<file path="src/rtl/fetch_line_if.sv">
// Fetch-line handshake bundle: an aligned-PC/slot-mask line toward the unpacker,
// and a per-instruction valid/ready stream toward decode.
interface fetch_line_if #(
    parameter int NUM_FETCH = 2,
    parameter int INST_W    = 32,
    parameter int WID_W     = 3
);
    logic                        flush_i;
    logic                        in_valid_i;
    logic                        in_ready_o;
    logic [31:0]                 in_pc_aligned_i;
    logic [NUM_FETCH-1:0]        in_mask_i;
    logic [NUM_FETCH*INST_W-1:0] in_data_i;
    logic [WID_W-1:0]            in_wid_i;
    logic                        out_valid_o;
    logic                        out_ready_i;
    logic [INST_W-1:0]           out_inst_o;
    logic [31:0]                 out_pc_o;
    logic [WID_W-1:0]            out_wid_o;
    logic                        out_last_o;

    modport slave (
        input  flush_i, in_valid_i, in_pc_aligned_i, in_mask_i, in_data_i, in_wid_i,
        input  out_ready_i,
        output in_ready_o, out_valid_o, out_inst_o, out_pc_o, out_wid_o, out_last_o
    );

    modport master (
        output flush_i, in_valid_i, in_pc_aligned_i, in_mask_i, in_data_i, in_wid_i,
        output out_ready_i,
        input  in_ready_o, out_valid_o, out_inst_o, out_pc_o, out_wid_o, out_last_o
    );
endinterface

</file>
<file path="src/rtl/fetch_line_unpack.sv">
// Buffers one fetched line and streams its valid slots to decode, lowest slot
// first, one per cycle, each tagged with its own PC and the line's warp id.
module fetch_line_unpack #(
    parameter int NUM_FETCH = 2,
    parameter int INST_W    = 32,
    parameter int WID_W     = 3
) (
    input  logic         clk,
    input  logic         rst,
    fetch_line_if.slave  bus
);
    localparam int IDX_W = (NUM_FETCH > 1) ? $clog2(NUM_FETCH) : 1;

    typedef enum logic {IDLE, DRAIN} state_t;

    state_t                      state_q, state_d;
    logic [NUM_FETCH-1:0]        rem_q, rem_d;
    logic [31:0]                 pc_q;
    logic [NUM_FETCH*INST_W-1:0] data_q;
    logic [WID_W-1:0]            wid_q;

    logic                        busy;
    logic                        in_ready;
    logic                        in_fire;
    logic                        out_fire;
    logic                        last;
    logic [IDX_W-1:0]            idx;
    logic [NUM_FETCH-1:0]        rem_after;
    logic [INST_W-1:0]           slot_inst;

    assign busy = (state_q == DRAIN);

    // Lowest remaining slot; popping it leaves rem_after, empty means this is the last one.
    always_comb begin
        idx       = '0;
        slot_inst = '0;
        for (int k = NUM_FETCH - 1; k >= 0; k--) begin
            if (rem_q[k]) idx = IDX_W'(k);
        end
        for (int k = 0; k < NUM_FETCH; k++) begin
            if (idx == IDX_W'(k)) slot_inst = data_q[k*INST_W +: INST_W];
        end
    end

    assign rem_after = rem_q & (rem_q - NUM_FETCH'(1));
    assign last      = (rem_after == '0);

    // Accepting on the cycle the last slot leaves keeps back-to-back lines bubble-free.
    assign in_ready = ~rst & ~bus.flush_i & (~busy | (bus.out_ready_i & last));
    assign in_fire  = bus.in_valid_i & in_ready;
    assign out_fire = busy & bus.out_ready_i;

    assign bus.in_ready_o  = in_ready;
    assign bus.out_valid_o = busy;
    assign bus.out_inst_o  = busy ? slot_inst : '0;
    assign bus.out_pc_o    = busy ? (pc_q + (32'(idx) << 2)) : 32'd0;
    assign bus.out_wid_o   = busy ? wid_q : '0;
    assign bus.out_last_o  = busy & last;

    always_comb begin
        state_d = state_q;
        rem_d   = rem_q;
        if (bus.flush_i) begin
            state_d = IDLE;
            rem_d   = '0;
        end else if (in_fire) begin
            rem_d   = bus.in_mask_i;
            state_d = (bus.in_mask_i != '0) ? DRAIN : IDLE;
        end else if (out_fire) begin
            rem_d   = rem_after;
            state_d = last ? IDLE : DRAIN;
        end
    end

    always_ff @(posedge clk) begin
        if (rst) begin
            state_q <= IDLE;
            rem_q   <= '0;
            pc_q    <= '0;
            data_q  <= '0;
            wid_q   <= '0;
        end else begin
            state_q <= state_d;
            rem_q   <= rem_d;
            if (in_fire) begin
                pc_q   <= bus.in_pc_aligned_i;
                data_q <= bus.in_data_i;
                wid_q  <= bus.in_wid_i;
            end
        end
    end
endmodule

</file>
<file path="src/flat_wrapper.sv">
// flat-port wrapper written by rule: the top's interface ports become plain ports
module fetch_line_unpack_flat 
#(
    parameter int NUM_FETCH = 2,
    parameter int INST_W    = 32,
    parameter int WID_W     = 3
)
  (clk, rst, bus_flush_i, bus_in_valid_i, bus_in_pc_aligned_i, bus_in_mask_i, bus_in_data_i, bus_in_wid_i, bus_out_ready_i, bus_in_ready_o, bus_out_valid_o, bus_out_inst_o, bus_out_pc_o, bus_out_wid_o, bus_out_last_o);
  fetch_line_if #(.NUM_FETCH(NUM_FETCH), .INST_W(INST_W), .WID_W(WID_W)) bus_i ();
  input  logic clk;
  input  logic rst;
  input wire logic [$bits(bus_i.flush_i)-1:0] bus_flush_i;
  input wire logic [$bits(bus_i.in_valid_i)-1:0] bus_in_valid_i;
  input wire logic [$bits(bus_i.in_pc_aligned_i)-1:0] bus_in_pc_aligned_i;
  input wire logic [$bits(bus_i.in_mask_i)-1:0] bus_in_mask_i;
  input wire logic [$bits(bus_i.in_data_i)-1:0] bus_in_data_i;
  input wire logic [$bits(bus_i.in_wid_i)-1:0] bus_in_wid_i;
  input wire logic [$bits(bus_i.out_ready_i)-1:0] bus_out_ready_i;
  output wire logic [$bits(bus_i.in_ready_o)-1:0] bus_in_ready_o;
  output wire logic [$bits(bus_i.out_valid_o)-1:0] bus_out_valid_o;
  output wire logic [$bits(bus_i.out_inst_o)-1:0] bus_out_inst_o;
  output wire logic [$bits(bus_i.out_pc_o)-1:0] bus_out_pc_o;
  output wire logic [$bits(bus_i.out_wid_o)-1:0] bus_out_wid_o;
  output wire logic [$bits(bus_i.out_last_o)-1:0] bus_out_last_o;
  assign bus_i.flush_i = bus_flush_i;
  assign bus_i.in_valid_i = bus_in_valid_i;
  assign bus_i.in_pc_aligned_i = bus_in_pc_aligned_i;
  assign bus_i.in_mask_i = bus_in_mask_i;
  assign bus_i.in_data_i = bus_in_data_i;
  assign bus_i.in_wid_i = bus_in_wid_i;
  assign bus_i.out_ready_i = bus_out_ready_i;
  assign bus_in_ready_o = bus_i.in_ready_o;
  assign bus_out_valid_o = bus_i.out_valid_o;
  assign bus_out_inst_o = bus_i.out_inst_o;
  assign bus_out_pc_o = bus_i.out_pc_o;
  assign bus_out_wid_o = bus_i.out_wid_o;
  assign bus_out_last_o = bus_i.out_last_o;
  fetch_line_unpack #(.NUM_FETCH(NUM_FETCH), .INST_W(INST_W), .WID_W(WID_W)) u_core (.clk(clk), .rst(rst), .bus(bus_i));
endmodule
</file>
<file path="config.mk">
export PLATFORM = sky130hd
export DESIGN_NAME = fetch_line_unpack_flat
export DESIGN_NICKNAME = d
export VERILOG_FILES = /design/src/rtl/fetch_line_if.sv /design/src/rtl/fetch_line_unpack.sv /design/src/flat_wrapper.sv
export SDC_FILE = /design/constraint.sdc
export NUM_CORES = 1
export LEC_CHECK = 0
export BUFFER_PORTS_ARGS = -buffer_cell sky130_fd_sc_hd__buf_2
export CORE_MARGIN = 2
export CORE_UTILIZATION = 38
export CTS_CLUSTER_SIZE = 40
export DETAILED_ROUTE_END_ITERATION = 7
export PLACE_DENSITY = 0.6
export SLEW_MARGIN = 10
export SYNTH_ARGS = -nofsm -noshare
export SYNTH_HDL_FRONTEND = slang
export SYNTH_SLANG_ARGS = --single-unit
</file>
<file path="constraint.sdc">
create_clock -name clk -period 3 [get_ports clk]
set_input_delay 0.15 -clock clk [delete_from_list [all_inputs] [get_ports clk]]
set_output_delay 0.15 -clock clk [all_outputs]
set_load 0.02 [all_outputs]
</file>
### Yosys cells after proc, flatten, opt, wreduce, memory -nomap -nowiden

Index checks and enable logic that the tools add are counted.
W data, S select, Z words.

* flip-flop bits (word level): 102
* input port bits: 106
* output and inout bits: 70
* logic and storage cells: 34

* $add $sub $neg: 2
* multiplexer cells: 12
* bitwise logic cells: 11
* reduce and logical (&&, ||, !) cells: 4

Operators with widths (count)
* $mux W32: 3
* $add A32 B3 Y32: 1
* $and A1 B1 Y1: 6
* $mux W1: 6
* $mux W2: 2
* $reduce_bool A2 Y1: 2
* $mux W3: 1
* $not A1 Y1: 3
* $and A2 B2 Y2: 1
* $logic_not A2 Y1: 1
* $reduce_or A2 Y1: 1
* $sub A2 B1 Y2 const B: 1
* $or A1 B1 Y1: 1

### Depth between registers and ports, before layout

Gate-level depths: netlist of the first run.

* word-level depth: 8
* mapped depth: 10
* mapped depth without buffers: 7

### Worst setup path before layout of the first run

OpenSTA, ideal clock, no wires.

* path kind: register -> output
* start point: register u_core.rem_q[0]
* end point: output port bus_out_pc_o[29]
* data arrival time: 2.608 ns
* data required time: 2.850 ns
* path slack: 0.242 ns
* stages on the path, launching flop included: 10
* path buffers: 2
* cell sequence: dfxtp_1 > nand2b_1 > clkbuf_1 > inv_2 > clkbuf_1 > ha_1 > nand2_1 > or4_1 > or4_1 > a21oi_1

* cells in the longest elaborated chain, start to end: 3

Ends and longest elaborated chain
* from (decl): line fetch_line_unpack.sv:17 `logic [NUM_FETCH-1:0] rem_q, rem_d;`
* from (signal assigned): line fetch_line_unpack.sv:84 `rem_q <= rem_d;`
* $mux W1: line fetch_line_unpack.sv:38 `if (rem_q[k]) idx = IDX_W'(k);`
* $add A32 B3 Y32: line fetch_line_unpack.sv:56 `assign bus.out_pc_o = busy ? (pc_q + (32'(idx) << 2)) : 32'd0;`
* $mux W32: line fetch_line_unpack.sv:56
* to (decl): line flat_wrapper.sv:22 `output wire logic [$bits(bus_i.out_pc_o)-1:0] bus_out_pc_o;`

Every way passes these cells.

### Worst setup path in the final report of the first run

Ends and elaborated chain as after synthesis.

==> results of run 1 <==
final cells by class:
cell class                 instances  area [sq um]  share of cell area [%]
antenna                            1          2.50                  0.0401
clock buffer                      13           270                    4.33
clock inverter                     2          16.3                   0.260
inverter                           7          26.3                   0.421
multi-input combinational        441          2730                    43.6
sequential                       102          2040                    32.7
tap                              172           215                    3.45
timing repair buffer             182           948                    15.2
registers in the layout (all words and copies together), names as in the netlist:
signal,count
u_core.bus.out_valid_o,1
u_core.data_q,64
u_core.pc_q,32
u_core.rem_q,2
u_core.wid_q,3
report_power, final:
group	total, mW	internal [mW]	switching (mW)
combinational	0.276	0.128	0.148
clock	1.13	0.629	0.499
sequential	1.44	1.40	0.0398
cells in the mapped netlist, types with 7 or more instances:
cell                         n  share of area (%)
sky130_fd_sc_hd__nor2_1    109                8.2
sky130_fd_sc_hd__nand3_1    11                1.1
sky130_fd_sc_hd__and2_1      8                1.0
sky130_fd_sc_hd__clkbuf_1   30                2.3
sky130_fd_sc_hd__nand4_1     8                1.0
sky130_fd_sc_hd__dfxtp_1   102                 41
sky130_fd_sc_hd__nand2_1    79                5.9
sky130_fd_sc_hd__or4_1      11                1.7
sky130_fd_sc_hd__a21oi_1    48                4.8
sky130_fd_sc_hd__mux2i_1    99                 20
sky130_fd_sc_hd__xor2_1      7                1.2
sky130_fd_sc_hd__buf_6       7                1.6
sky130_fd_sc_hd__o31ai_1    12                1.8
per-layer routing:
layer / up-vias / global-route usage, %
met5: - / 0
met4: 0 / 7.51
met3: 19 / 5.65
met2: 151 / 30.8
met1: 2112 / 24.0
li1: 2345 / -
per-stage QoR:
stage                     area (sq um)  cells  utilization, %  power [mW]  hold slack (ns)
final                             6250    920            49.1        2.84           0.0132
after global routing              6240    919            49.1        2.99           0.0253
after CTS                         6230    919            49.0        2.89          0.00234
after detailed placement          5930    903            46.6        1.75            0.351
after global placement            5930    903            46.6        1.74            0.357
after floorplan                   5000    592               -        1.63            0.223
worst max-delay path, stage by stage (launching register included):
cell and delay (ns):
sky130_fd_sc_hd__dfxtp_1 0.34, sky130_fd_sc_hd__nand2b_1 0.17, sky130_fd_sc_hd__inv_2 0.07, sky130_fd_sc_hd__ha_1 0.22, sky130_fd_sc_hd__nand2_1 0.11, sky130_fd_sc_hd__or4_1 0.54, sky130_fd_sc_hd__or4_1 0.41, sky130_fd_sc_hd__a21oi_1 0.20
sky130_fd_sc_hd__buf_4 0.19
kinds of logic after synthesis:
kind of cell,share of synthesized area [%]
multiplexers,19.8
buffers and inverters,4.88
AND/OR/NAND/NOR,22.7
adder cells (fa/ha/maj),0.501
XOR/XNOR,1.93
AO/OA/AOI/OAI,9.36
flip-flops,40.9
path summary, 6_finish.rpt:
kind,from,endpoint
max,u_core.rem_q[0],bus_out_pc_o[29]
min,bus_in_pc_aligned_i[12],u_core.pc_q[12]
max reg2reg,u_core.bus.out_valid_o,u_core.rem_q[1]
min reg2reg,u_core.wid_q[2],u_core.wid_q[2]
timing repair:
action / CTS / global route
hold endpoints to repair: 1 / 0
setup endpoints to repair: 1 / 2
hold buffers: 1 / 0
resized for setup: 1 / 2
cloned: 0 / 0
layout by cell type (no fill, tap or decap), types with 3 or more instances in the layout:
master                      synthesis  layout
sky130_fd_sc_hd__inv_1              5       5
sky130_fd_sc_hd__o31ai_1           12      12
sky130_fd_sc_hd__buf_4              1       7
sky130_fd_sc_hd__buf_2              3     173
sky130_fd_sc_hd__nand4_1            8       8
sky130_fd_sc_hd__mux2i_1           99      99
sky130_fd_sc_hd__a21oi_1           48      48
sky130_fd_sc_hd__nand2_1           79      79
sky130_fd_sc_hd__or4_1             11      11
sky130_fd_sc_hd__dfxtp_1          102     102
sky130_fd_sc_hd__nand2b_1           3       3
sky130_fd_sc_hd__clkbuf_16          0       9
sky130_fd_sc_hd__and4_1             3       3
sky130_fd_sc_hd__o21ai_0            5       5
sky130_fd_sc_hd__and2_1             8       8
sky130_fd_sc_hd__or3_1              5       5
sky130_fd_sc_hd__and3_1             5       5
sky130_fd_sc_hd__nor2_1           109     109
sky130_fd_sc_hd__xnor2_1            4       4
sky130_fd_sc_hd__nand3_1           11      10
sky130_fd_sc_hd__nor4_1             3       3
sky130_fd_sc_hd__clkbuf_8           0       3
sky130_fd_sc_hd__a211oi_1           3       3
sky130_fd_sc_hd__xor2_1             7       7
==> results_tabular.tex, run 1 <==
\begin{tabular}{lr}
\hline
Metric & Value \\
\hline
\multicolumn{2}{l}{\textbf{STA}} \\
Post-layout minimum cycle time & $\sim$2.7 ns \\
Final-report setup violation count & 0 \\
Setup Skew & 0.00705 ns \\
Portion of the clock cycle consumed by the worst path in the final layout & 91.7\% \\
Post-route setup TNS & 0 ns \\
Hold violation count in the final report & 0 \\
Final WS setup & between 0.2 and 0.3 ns \\
F\_max & 0.364 GHz \\
Slew HR & roughly 27\% \\
Slew at the pin closest to its max-slew limit & about 1.1 ns \\
Max Transition Viols Final & 0 \\
RSZ-0062 raised after global routing & false \\
\multicolumn{2}{l}{\textbf{Logic synthesis}} \\
Syn Std Cell Area & between 4000 and 5000 sq um \\
Ys flop type & sky130\_fd\_sc\_hd\_\_dfxtp\_1 \\
Synth Register Bits & 102 \\
Cell variety after synth & about 40 \\
Mean instance size in the synthesized netlist & $\sim$8.4 sq um \\
Sequential element share of the synthesized area & 40.9\% \\
Syn. warnings & 0 \\
Synth Net Count & 700 \\
EDFF count, synth & 0 \\
Async SR Flop Fraction & 0\% \\
Synthesized instance count & slightly below 600 \\
\multicolumn{2}{l}{\textbf{Job}} \\
Max capacitance violation total & 0 \\
\multicolumn{2}{l}{\textbf{Setup path}} \\
Largest driver fanout on the critical path & 5 \\
Worst Setup Start Kind & flop \\
Worst setup path class & flop to output pin \\
Arrival time of the worst setup path & approximately 2.6 ns \\
Depth of the worst register-to-register path & 3 \\
Sort of element at the end of the critical path & output pin \\
Register-to-Register Setup Slack & 0.93 ns \\
Critical path required time & about 2.9 ns \\
\multicolumn{2}{l}{\textbf{Drt}} \\
Ratio of routed vias to standard cells & roughly 5.0 \\
Routed vias & about 4600 \\
Wire length the detailed router placed on met1 & between 6000 and 7000 um \\
Wire length on met2 & about 6300 um \\
Number of optimization iterations in the first detailed-route pass & 4 \\
Wire length per cell after detailed routing & about 15 um \\
DRC & 0 \\
Highest metal used & met4 \\
Met3 Routed Length & between 900 and 1000 um \\
Total wire length after detailed routing & roughly 14000 um \\
Number of design-rule violations left by the first detailed-router iteration & approximately 240 \\
Post-route antenna net violation count & 0 \\
\multicolumn{2}{l}{\textbf{Global routing}} \\
Via count of the first global-routing pass & around 4600 \\
Overflow left after global routing & 0 \\
Number of antenna violations at the first check in global routing & 1 \\
Total routing usage reported by global routing & between 10\% and 20\% \\
Maximum number of pins on one net before global-route repair & 76 \\
First-pass GRT wire length & roughly 22000 um \\
\multicolumn{2}{l}{\textbf{Floorplan}} \\
Die span in y & between 100 and 150 um \\
Initial Util & approximately two fifths \\
Area enclosed by the die boundary & $\sim$14000 sq um \\
Area of the placeable core & 12700 sq um \\
Die boundary width & between 100 and 150 um \\
Ports placed on the boundary & 176 \\
Cell Rows & 41 \\
\multicolumn{2}{l}{\textbf{Status}} \\
Result of the run & complete, no violations \\
\multicolumn{2}{l}{\textbf{Clock tree}} \\
Clock insertion delay at the later pin of the skew report & between 0.3 and 0.4 ns \\
Total clock sinks & 102 \\
CTS H-tree depth & 3 \\
Buffer depth of the longest clock path & 2 \\
Clock transition at path regs & 0.07 ns \\
TritonCTS buffer count & 9 \\
CTS tree & yes \\
Number of buffers added for setup after CTS & 0 \\
Clock Tree Root & sky130\_fd\_sc\_hd\_\_clkbuf\_16 \\
\multicolumn{2}{l}{\textbf{Min path}} \\
Worst min path class & input pin to flop \\
Worst Hold Depth & 3 \\
\multicolumn{2}{l}{\textbf{Placement}} \\
DP Wirelength & $\sim$9300 um \\
GPL Wtd Cong & 0.833 \\
Buffers on Ports & 175 \\
DP Worst Slack & $\sim$0.37 ns \\
\multicolumn{2}{l}{\textbf{Finish}} \\
Number of filler instances in the final layout & around 1300 \\
Final-stage net count & 851 \\
Area Overhead vs Synth & 25.0\% \\
Proportion of layout cells with a drive suffix above 1 & between 20\% and 30\% \\
\multicolumn{2}{l}{\textbf{Power and ir drop}} \\
Maximum VDD drop & 0.287 mV \\
Leakage & roughly 2.5 nW \\
Total power divided by cell area & 455 nW/um\^{}2 \\
\hline
\end{tabular}
Power figures use the tool's default switching activity.
==> inputs of run 2 (changes only) <==
- CORE_UTILIZATION: 38 -> 30
- PLACE_DENSITY: 0.6 -> 0.49
==> run 2 against run 1 <==
Net effect:
- global-route usage down 2.3 points
- first-iteration DRC count fell by 3.7%
- critical endpoint unchanged
- highest routed layer is now met5
- sequential power about the same
- critical path depth unchanged
- combinational power rose by 3%
- clock power grew 22%
- register-to-register slack improved by 0.10 ns
- clock skew fell by 0.00093 ns
- die area grew 26%
- fmax shrank 1.9%
==> results_tabular.tex, run 2 (synthesis results as in run 1) <==
\begin{tabular}{lr}
\hline
Metric & Value \\
\hline
\multicolumn{2}{l}{\textbf{STA}} \\
Slew at the pin closest to its max-slew limit & 0.855 ns (-0.234 ns) \\
RSZ-0062 raised after global routing & false \\
Final WS setup & 0.197 ns (-0.0527 ns) \\
Max Transition Viols Final & 0 (unchanged) \\
Hold violation count in the final report & 0 (unchanged) \\
Slew HR & 42.9\% (+16 points) \\
Post-route setup TNS & 0 ns (unchanged) \\
Portion of the clock cycle consumed by the worst path in the final layout & 93.4\% (+1.8 points) \\
Post-Route Hold Slack & 0.0277 ns (+0.0144 ns) \\
F\_max & 0.357 GHz (-1.9\%) \\
Setup Skew & 0.00612 ns (-0.000931 ns) \\
Final-report setup violation count & 0 (unchanged) \\
Post-layout minimum cycle time & 2.80 ns (+0.0527 ns) \\
\multicolumn{2}{l}{\textbf{Floorplan}} \\
Cell Rows & 47 (+15\%) \\
Ports placed on the boundary & 176 (unchanged) \\
Area of the placeable core & 16400 sq um (+29\%) \\
Die span in y & 133 um (+12\%) \\
Area enclosed by the die boundary & 17700 sq um (+26\%) \\
Die boundary width & 133 um (+12\%) \\
Initial Util & 30.5\% (-8.8 points) \\
\multicolumn{2}{l}{\textbf{Placement}} \\
GPL Wtd Cong & 0.838 (+0.61\%) \\
Buffers on Ports & 175 (unchanged) \\
DP Wirelength & 10300 um (+11\%) \\
DP Worst Slack & 0.445 ns (+0.0736 ns) \\
\multicolumn{2}{l}{\textbf{Setup path}} \\
Largest driver fanout on the critical path & 5 (unchanged) \\
Sort of element at the end of the critical path & output pin \\
Worst setup path class & flop to output pin \\
Combined buffer and inverter count along the critical path & 2 (unchanged) \\
Cell seen most often among critical-path stages & sky130\_fd\_sc\_hd\_\_or4\_1 \\
Cells traversed along the worst timing path & nand2b\_1 -> inv\_2 -> ha\_1 -> nand2\_1 -> or4\_1 -> or4\_1 -> a21oi\_1 -> buf\_2 \\
Startpoint of the worst-slack reg-to-reg timing path & u\_core.rem\_q[0] \\
Launch point of the critical path & u\_core.rem\_q[0] \\
Worst Setup Start Kind & flop \\
Top cell family by delay on the critical path & simple AND/OR/NAND/NOR gates \\
Critical path required time & 2.85 ns (about the same) \\
Slowest CP cell & sky130\_fd\_sc\_hd\_\_or4\_1 \\
Arrival time of the worst setup path & 2.65 ns (+0.05 ns) \\
Largest incremental delay on the critical path & 0.56 ns (+0.02 ns) \\
\multicolumn{2}{l}{\textbf{Clock tree}} \\
Clock insertion delay at the later pin of the skew report & 0.35 ns (about the same) \\
Clock transition at path regs & 0.07 ns (about the same) \\
Clock Tree Root & sky130\_fd\_sc\_hd\_\_clkbuf\_16 \\
Total clock sinks & 102 (unchanged) \\
CTS tree & yes \\
Buffer depth of the longest clock path & 2 (unchanged) \\
CTS H-tree depth & 3 (unchanged) \\
TritonCTS buffer count & 9 (unchanged) \\
\multicolumn{2}{l}{\textbf{Power and ir drop}} \\
Sw Ratio & 23.5\% (-0.69 points) \\
Maximum VDD drop & 0.332 mV (+16\%) \\
Leakage & 2.51 nW (+1.8\%) \\
Int Pwr & 2.38 mW (+10\%) \\
Relative contribution of sequential cells to total power & 46.4\% (-4.3 points) \\
Total power divided by cell area & 486 nW/um\^{}2 (+6.7\%) \\
Sw power & 0.728 mW (+6.0\%) \\
Clk pwr share & 44.5\% (+4.8 points) \\
Part of the total power dissipated in combinational logic & 9.2\% (-0.5 points) \\
\multicolumn{2}{l}{\textbf{Drt}} \\
Number of design-rule violations left by the first detailed-router iteration & 232 (-3.7\%) \\
Total wire length after detailed routing & 14800 um (+9.1\%) \\
DRC & 0 (unchanged) \\
Wire length per cell after detailed routing & 15.3 um (+3.5\%) \\
Number of optimization iterations in the first detailed-route pass & 4 (unchanged) \\
Post-route antenna net violation count & 0 (unchanged) \\
Routed vias & 4706 (+1.7\%) \\
Ratio of routed vias to standard cells & 4.85 (-3.5\%) \\
\multicolumn{2}{l}{\textbf{Status}} \\
Result of the run & complete, no violations \\
\multicolumn{2}{l}{\textbf{Finish}} \\
Final core area utilization & 38.9\% (-10 points) \\
Antenna diode count & 0 (-1) \\
Largest registers & u\_core.data\_q x64, u\_core.pc\_q x32, u\_core.wid\_q x3 \\
Commonest cells after routing, fill and taps aside & sky130\_fd\_sc\_hd\_\_buf\_2, sky130\_fd\_sc\_hd\_\_nor2\_1, sky130\_fd\_sc\_hd\_\_dfxtp\_1 \\
Register bank with the most flops & u\_core.data\_q \\
Commonest non-fill, non-tap cell in the layout & sky130\_fd\_sc\_hd\_\_buf\_2 \\
Proportion of layout cells with a drive suffix above 1 & 27.3\% (+0.43 points) \\
Area Overhead vs Synth & 27.8\% \\
Number of flip-flops in the largest register & 64 (unchanged) \\
Final-stage net count & 853 (+0.24\%) \\
\multicolumn{2}{l}{\textbf{Job}} \\
Max capacitance violation total & 0 (unchanged) \\
\multicolumn{2}{l}{\textbf{Global routing}} \\
Number of antenna violations at the first check in global routing & 1 (unchanged) \\
Total routing usage reported by global routing & 16.8\% (-2.3 points) \\
First-pass GRT wire length & 23700 um (+7.6\%) \\
Overflow left after global routing & 0 (unchanged) \\
Via count of the first global-routing pass & 4589 (+0.53\%) \\
Maximum number of pins on one net before global-route repair & 72 (-5.3\%) \\
\multicolumn{2}{l}{\textbf{Min path}} \\
Worst hold start & bus\_in\_pc\_aligned\_i[14] \\
Worst min path class & input pin to flop \\
\hline
\end{tabular}
[run 2: cell types whose count changed in the layout (fill, tap and decap cells not counted), sizes merged]
cell / delta
bufinv: +3
inv: +2
clkbuf: -3
diode: -1
buf: +2
clkinv: -1
[run 2: worst paths after layout]
check                       to  slack, ns  cells after the start
max           bus_out_pc_o[29]       0.20                      8
min            u_core.pc_q[14]       0.03                      3
max reg2reg  u_core.data_q[54]       1.03                      5
min reg2reg  u_core.data_q[53]       0.49                      2
[run 2: power groups by stage]
| stage | registers [mW] | logic, mW | clock network (mW) |
|---|---|---|---|
| finish | 1.44 | 0.285 | 1.38 |
| global route | 1.45 | 0.316 | 1.48 |
| CTS | 1.44 | 0.290 | 1.44 |
| detailed placement | 1.47 | 0.288 | 0 |
| global placement | 1.47 | 0.283 | 0 |
| floorplan | 1.46 | 0.175 | 0 |
[run 2: through the flow]
stage | area, sq um | cells | power [mW]
after floorplan | 5000 | 592 | 1.63
after global placement | 6020 | 953 | 1.75
after detailed placement | 6020 | 953 | 1.76
after CTS | 6380 | 970 | 3.16
after global routing | 6390 | 970 | 3.24
final | 6390 | 970 | 3.10
[run 2: what timing repair did]
| action | CTS | global route |
|---|---|---|
| hold endpoints to repair | 1 | 0 |
| gates resized for setup | 0 | 1 |
| buffers inserted | 0 | 0 |
| setup endpoints to repair | 0 | 9 |
| hold buffers | 1 | 0 |
[run 2: layer usage]
| metal | part of all wire [%] | vias up | GRT usage [%] |
|---|---|---|---|
| met3 | 9.2 | 17 | 6.63 |
| met2 | 47 | 163 | 28.1 |
| met1 | 42 | 2176 | 20.4 |
| met5 | 0.11 | - | 0 |
| li1 | - | 2348 | - |
| met4 | 1.1 | 2 | 3.88 |
[run 2: tightest hold or removal path, stage by stage]
cell	delay [ns]
sky130_fd_sc_hd__buf_2	0.08
sky130_fd_sc_hd__nand2_1	0.04
sky130_fd_sc_hd__o31ai_1	0.07
[run 2: layout make-up]
cell class	instances	area, sq um
clock inverter	6	115
inverter	7	26.3
clock buffer	10	239
multi-input combinational	441	2720
fill	1700	10000
timing repair buffer	184	973
sequential	102	2040
tap	220	275
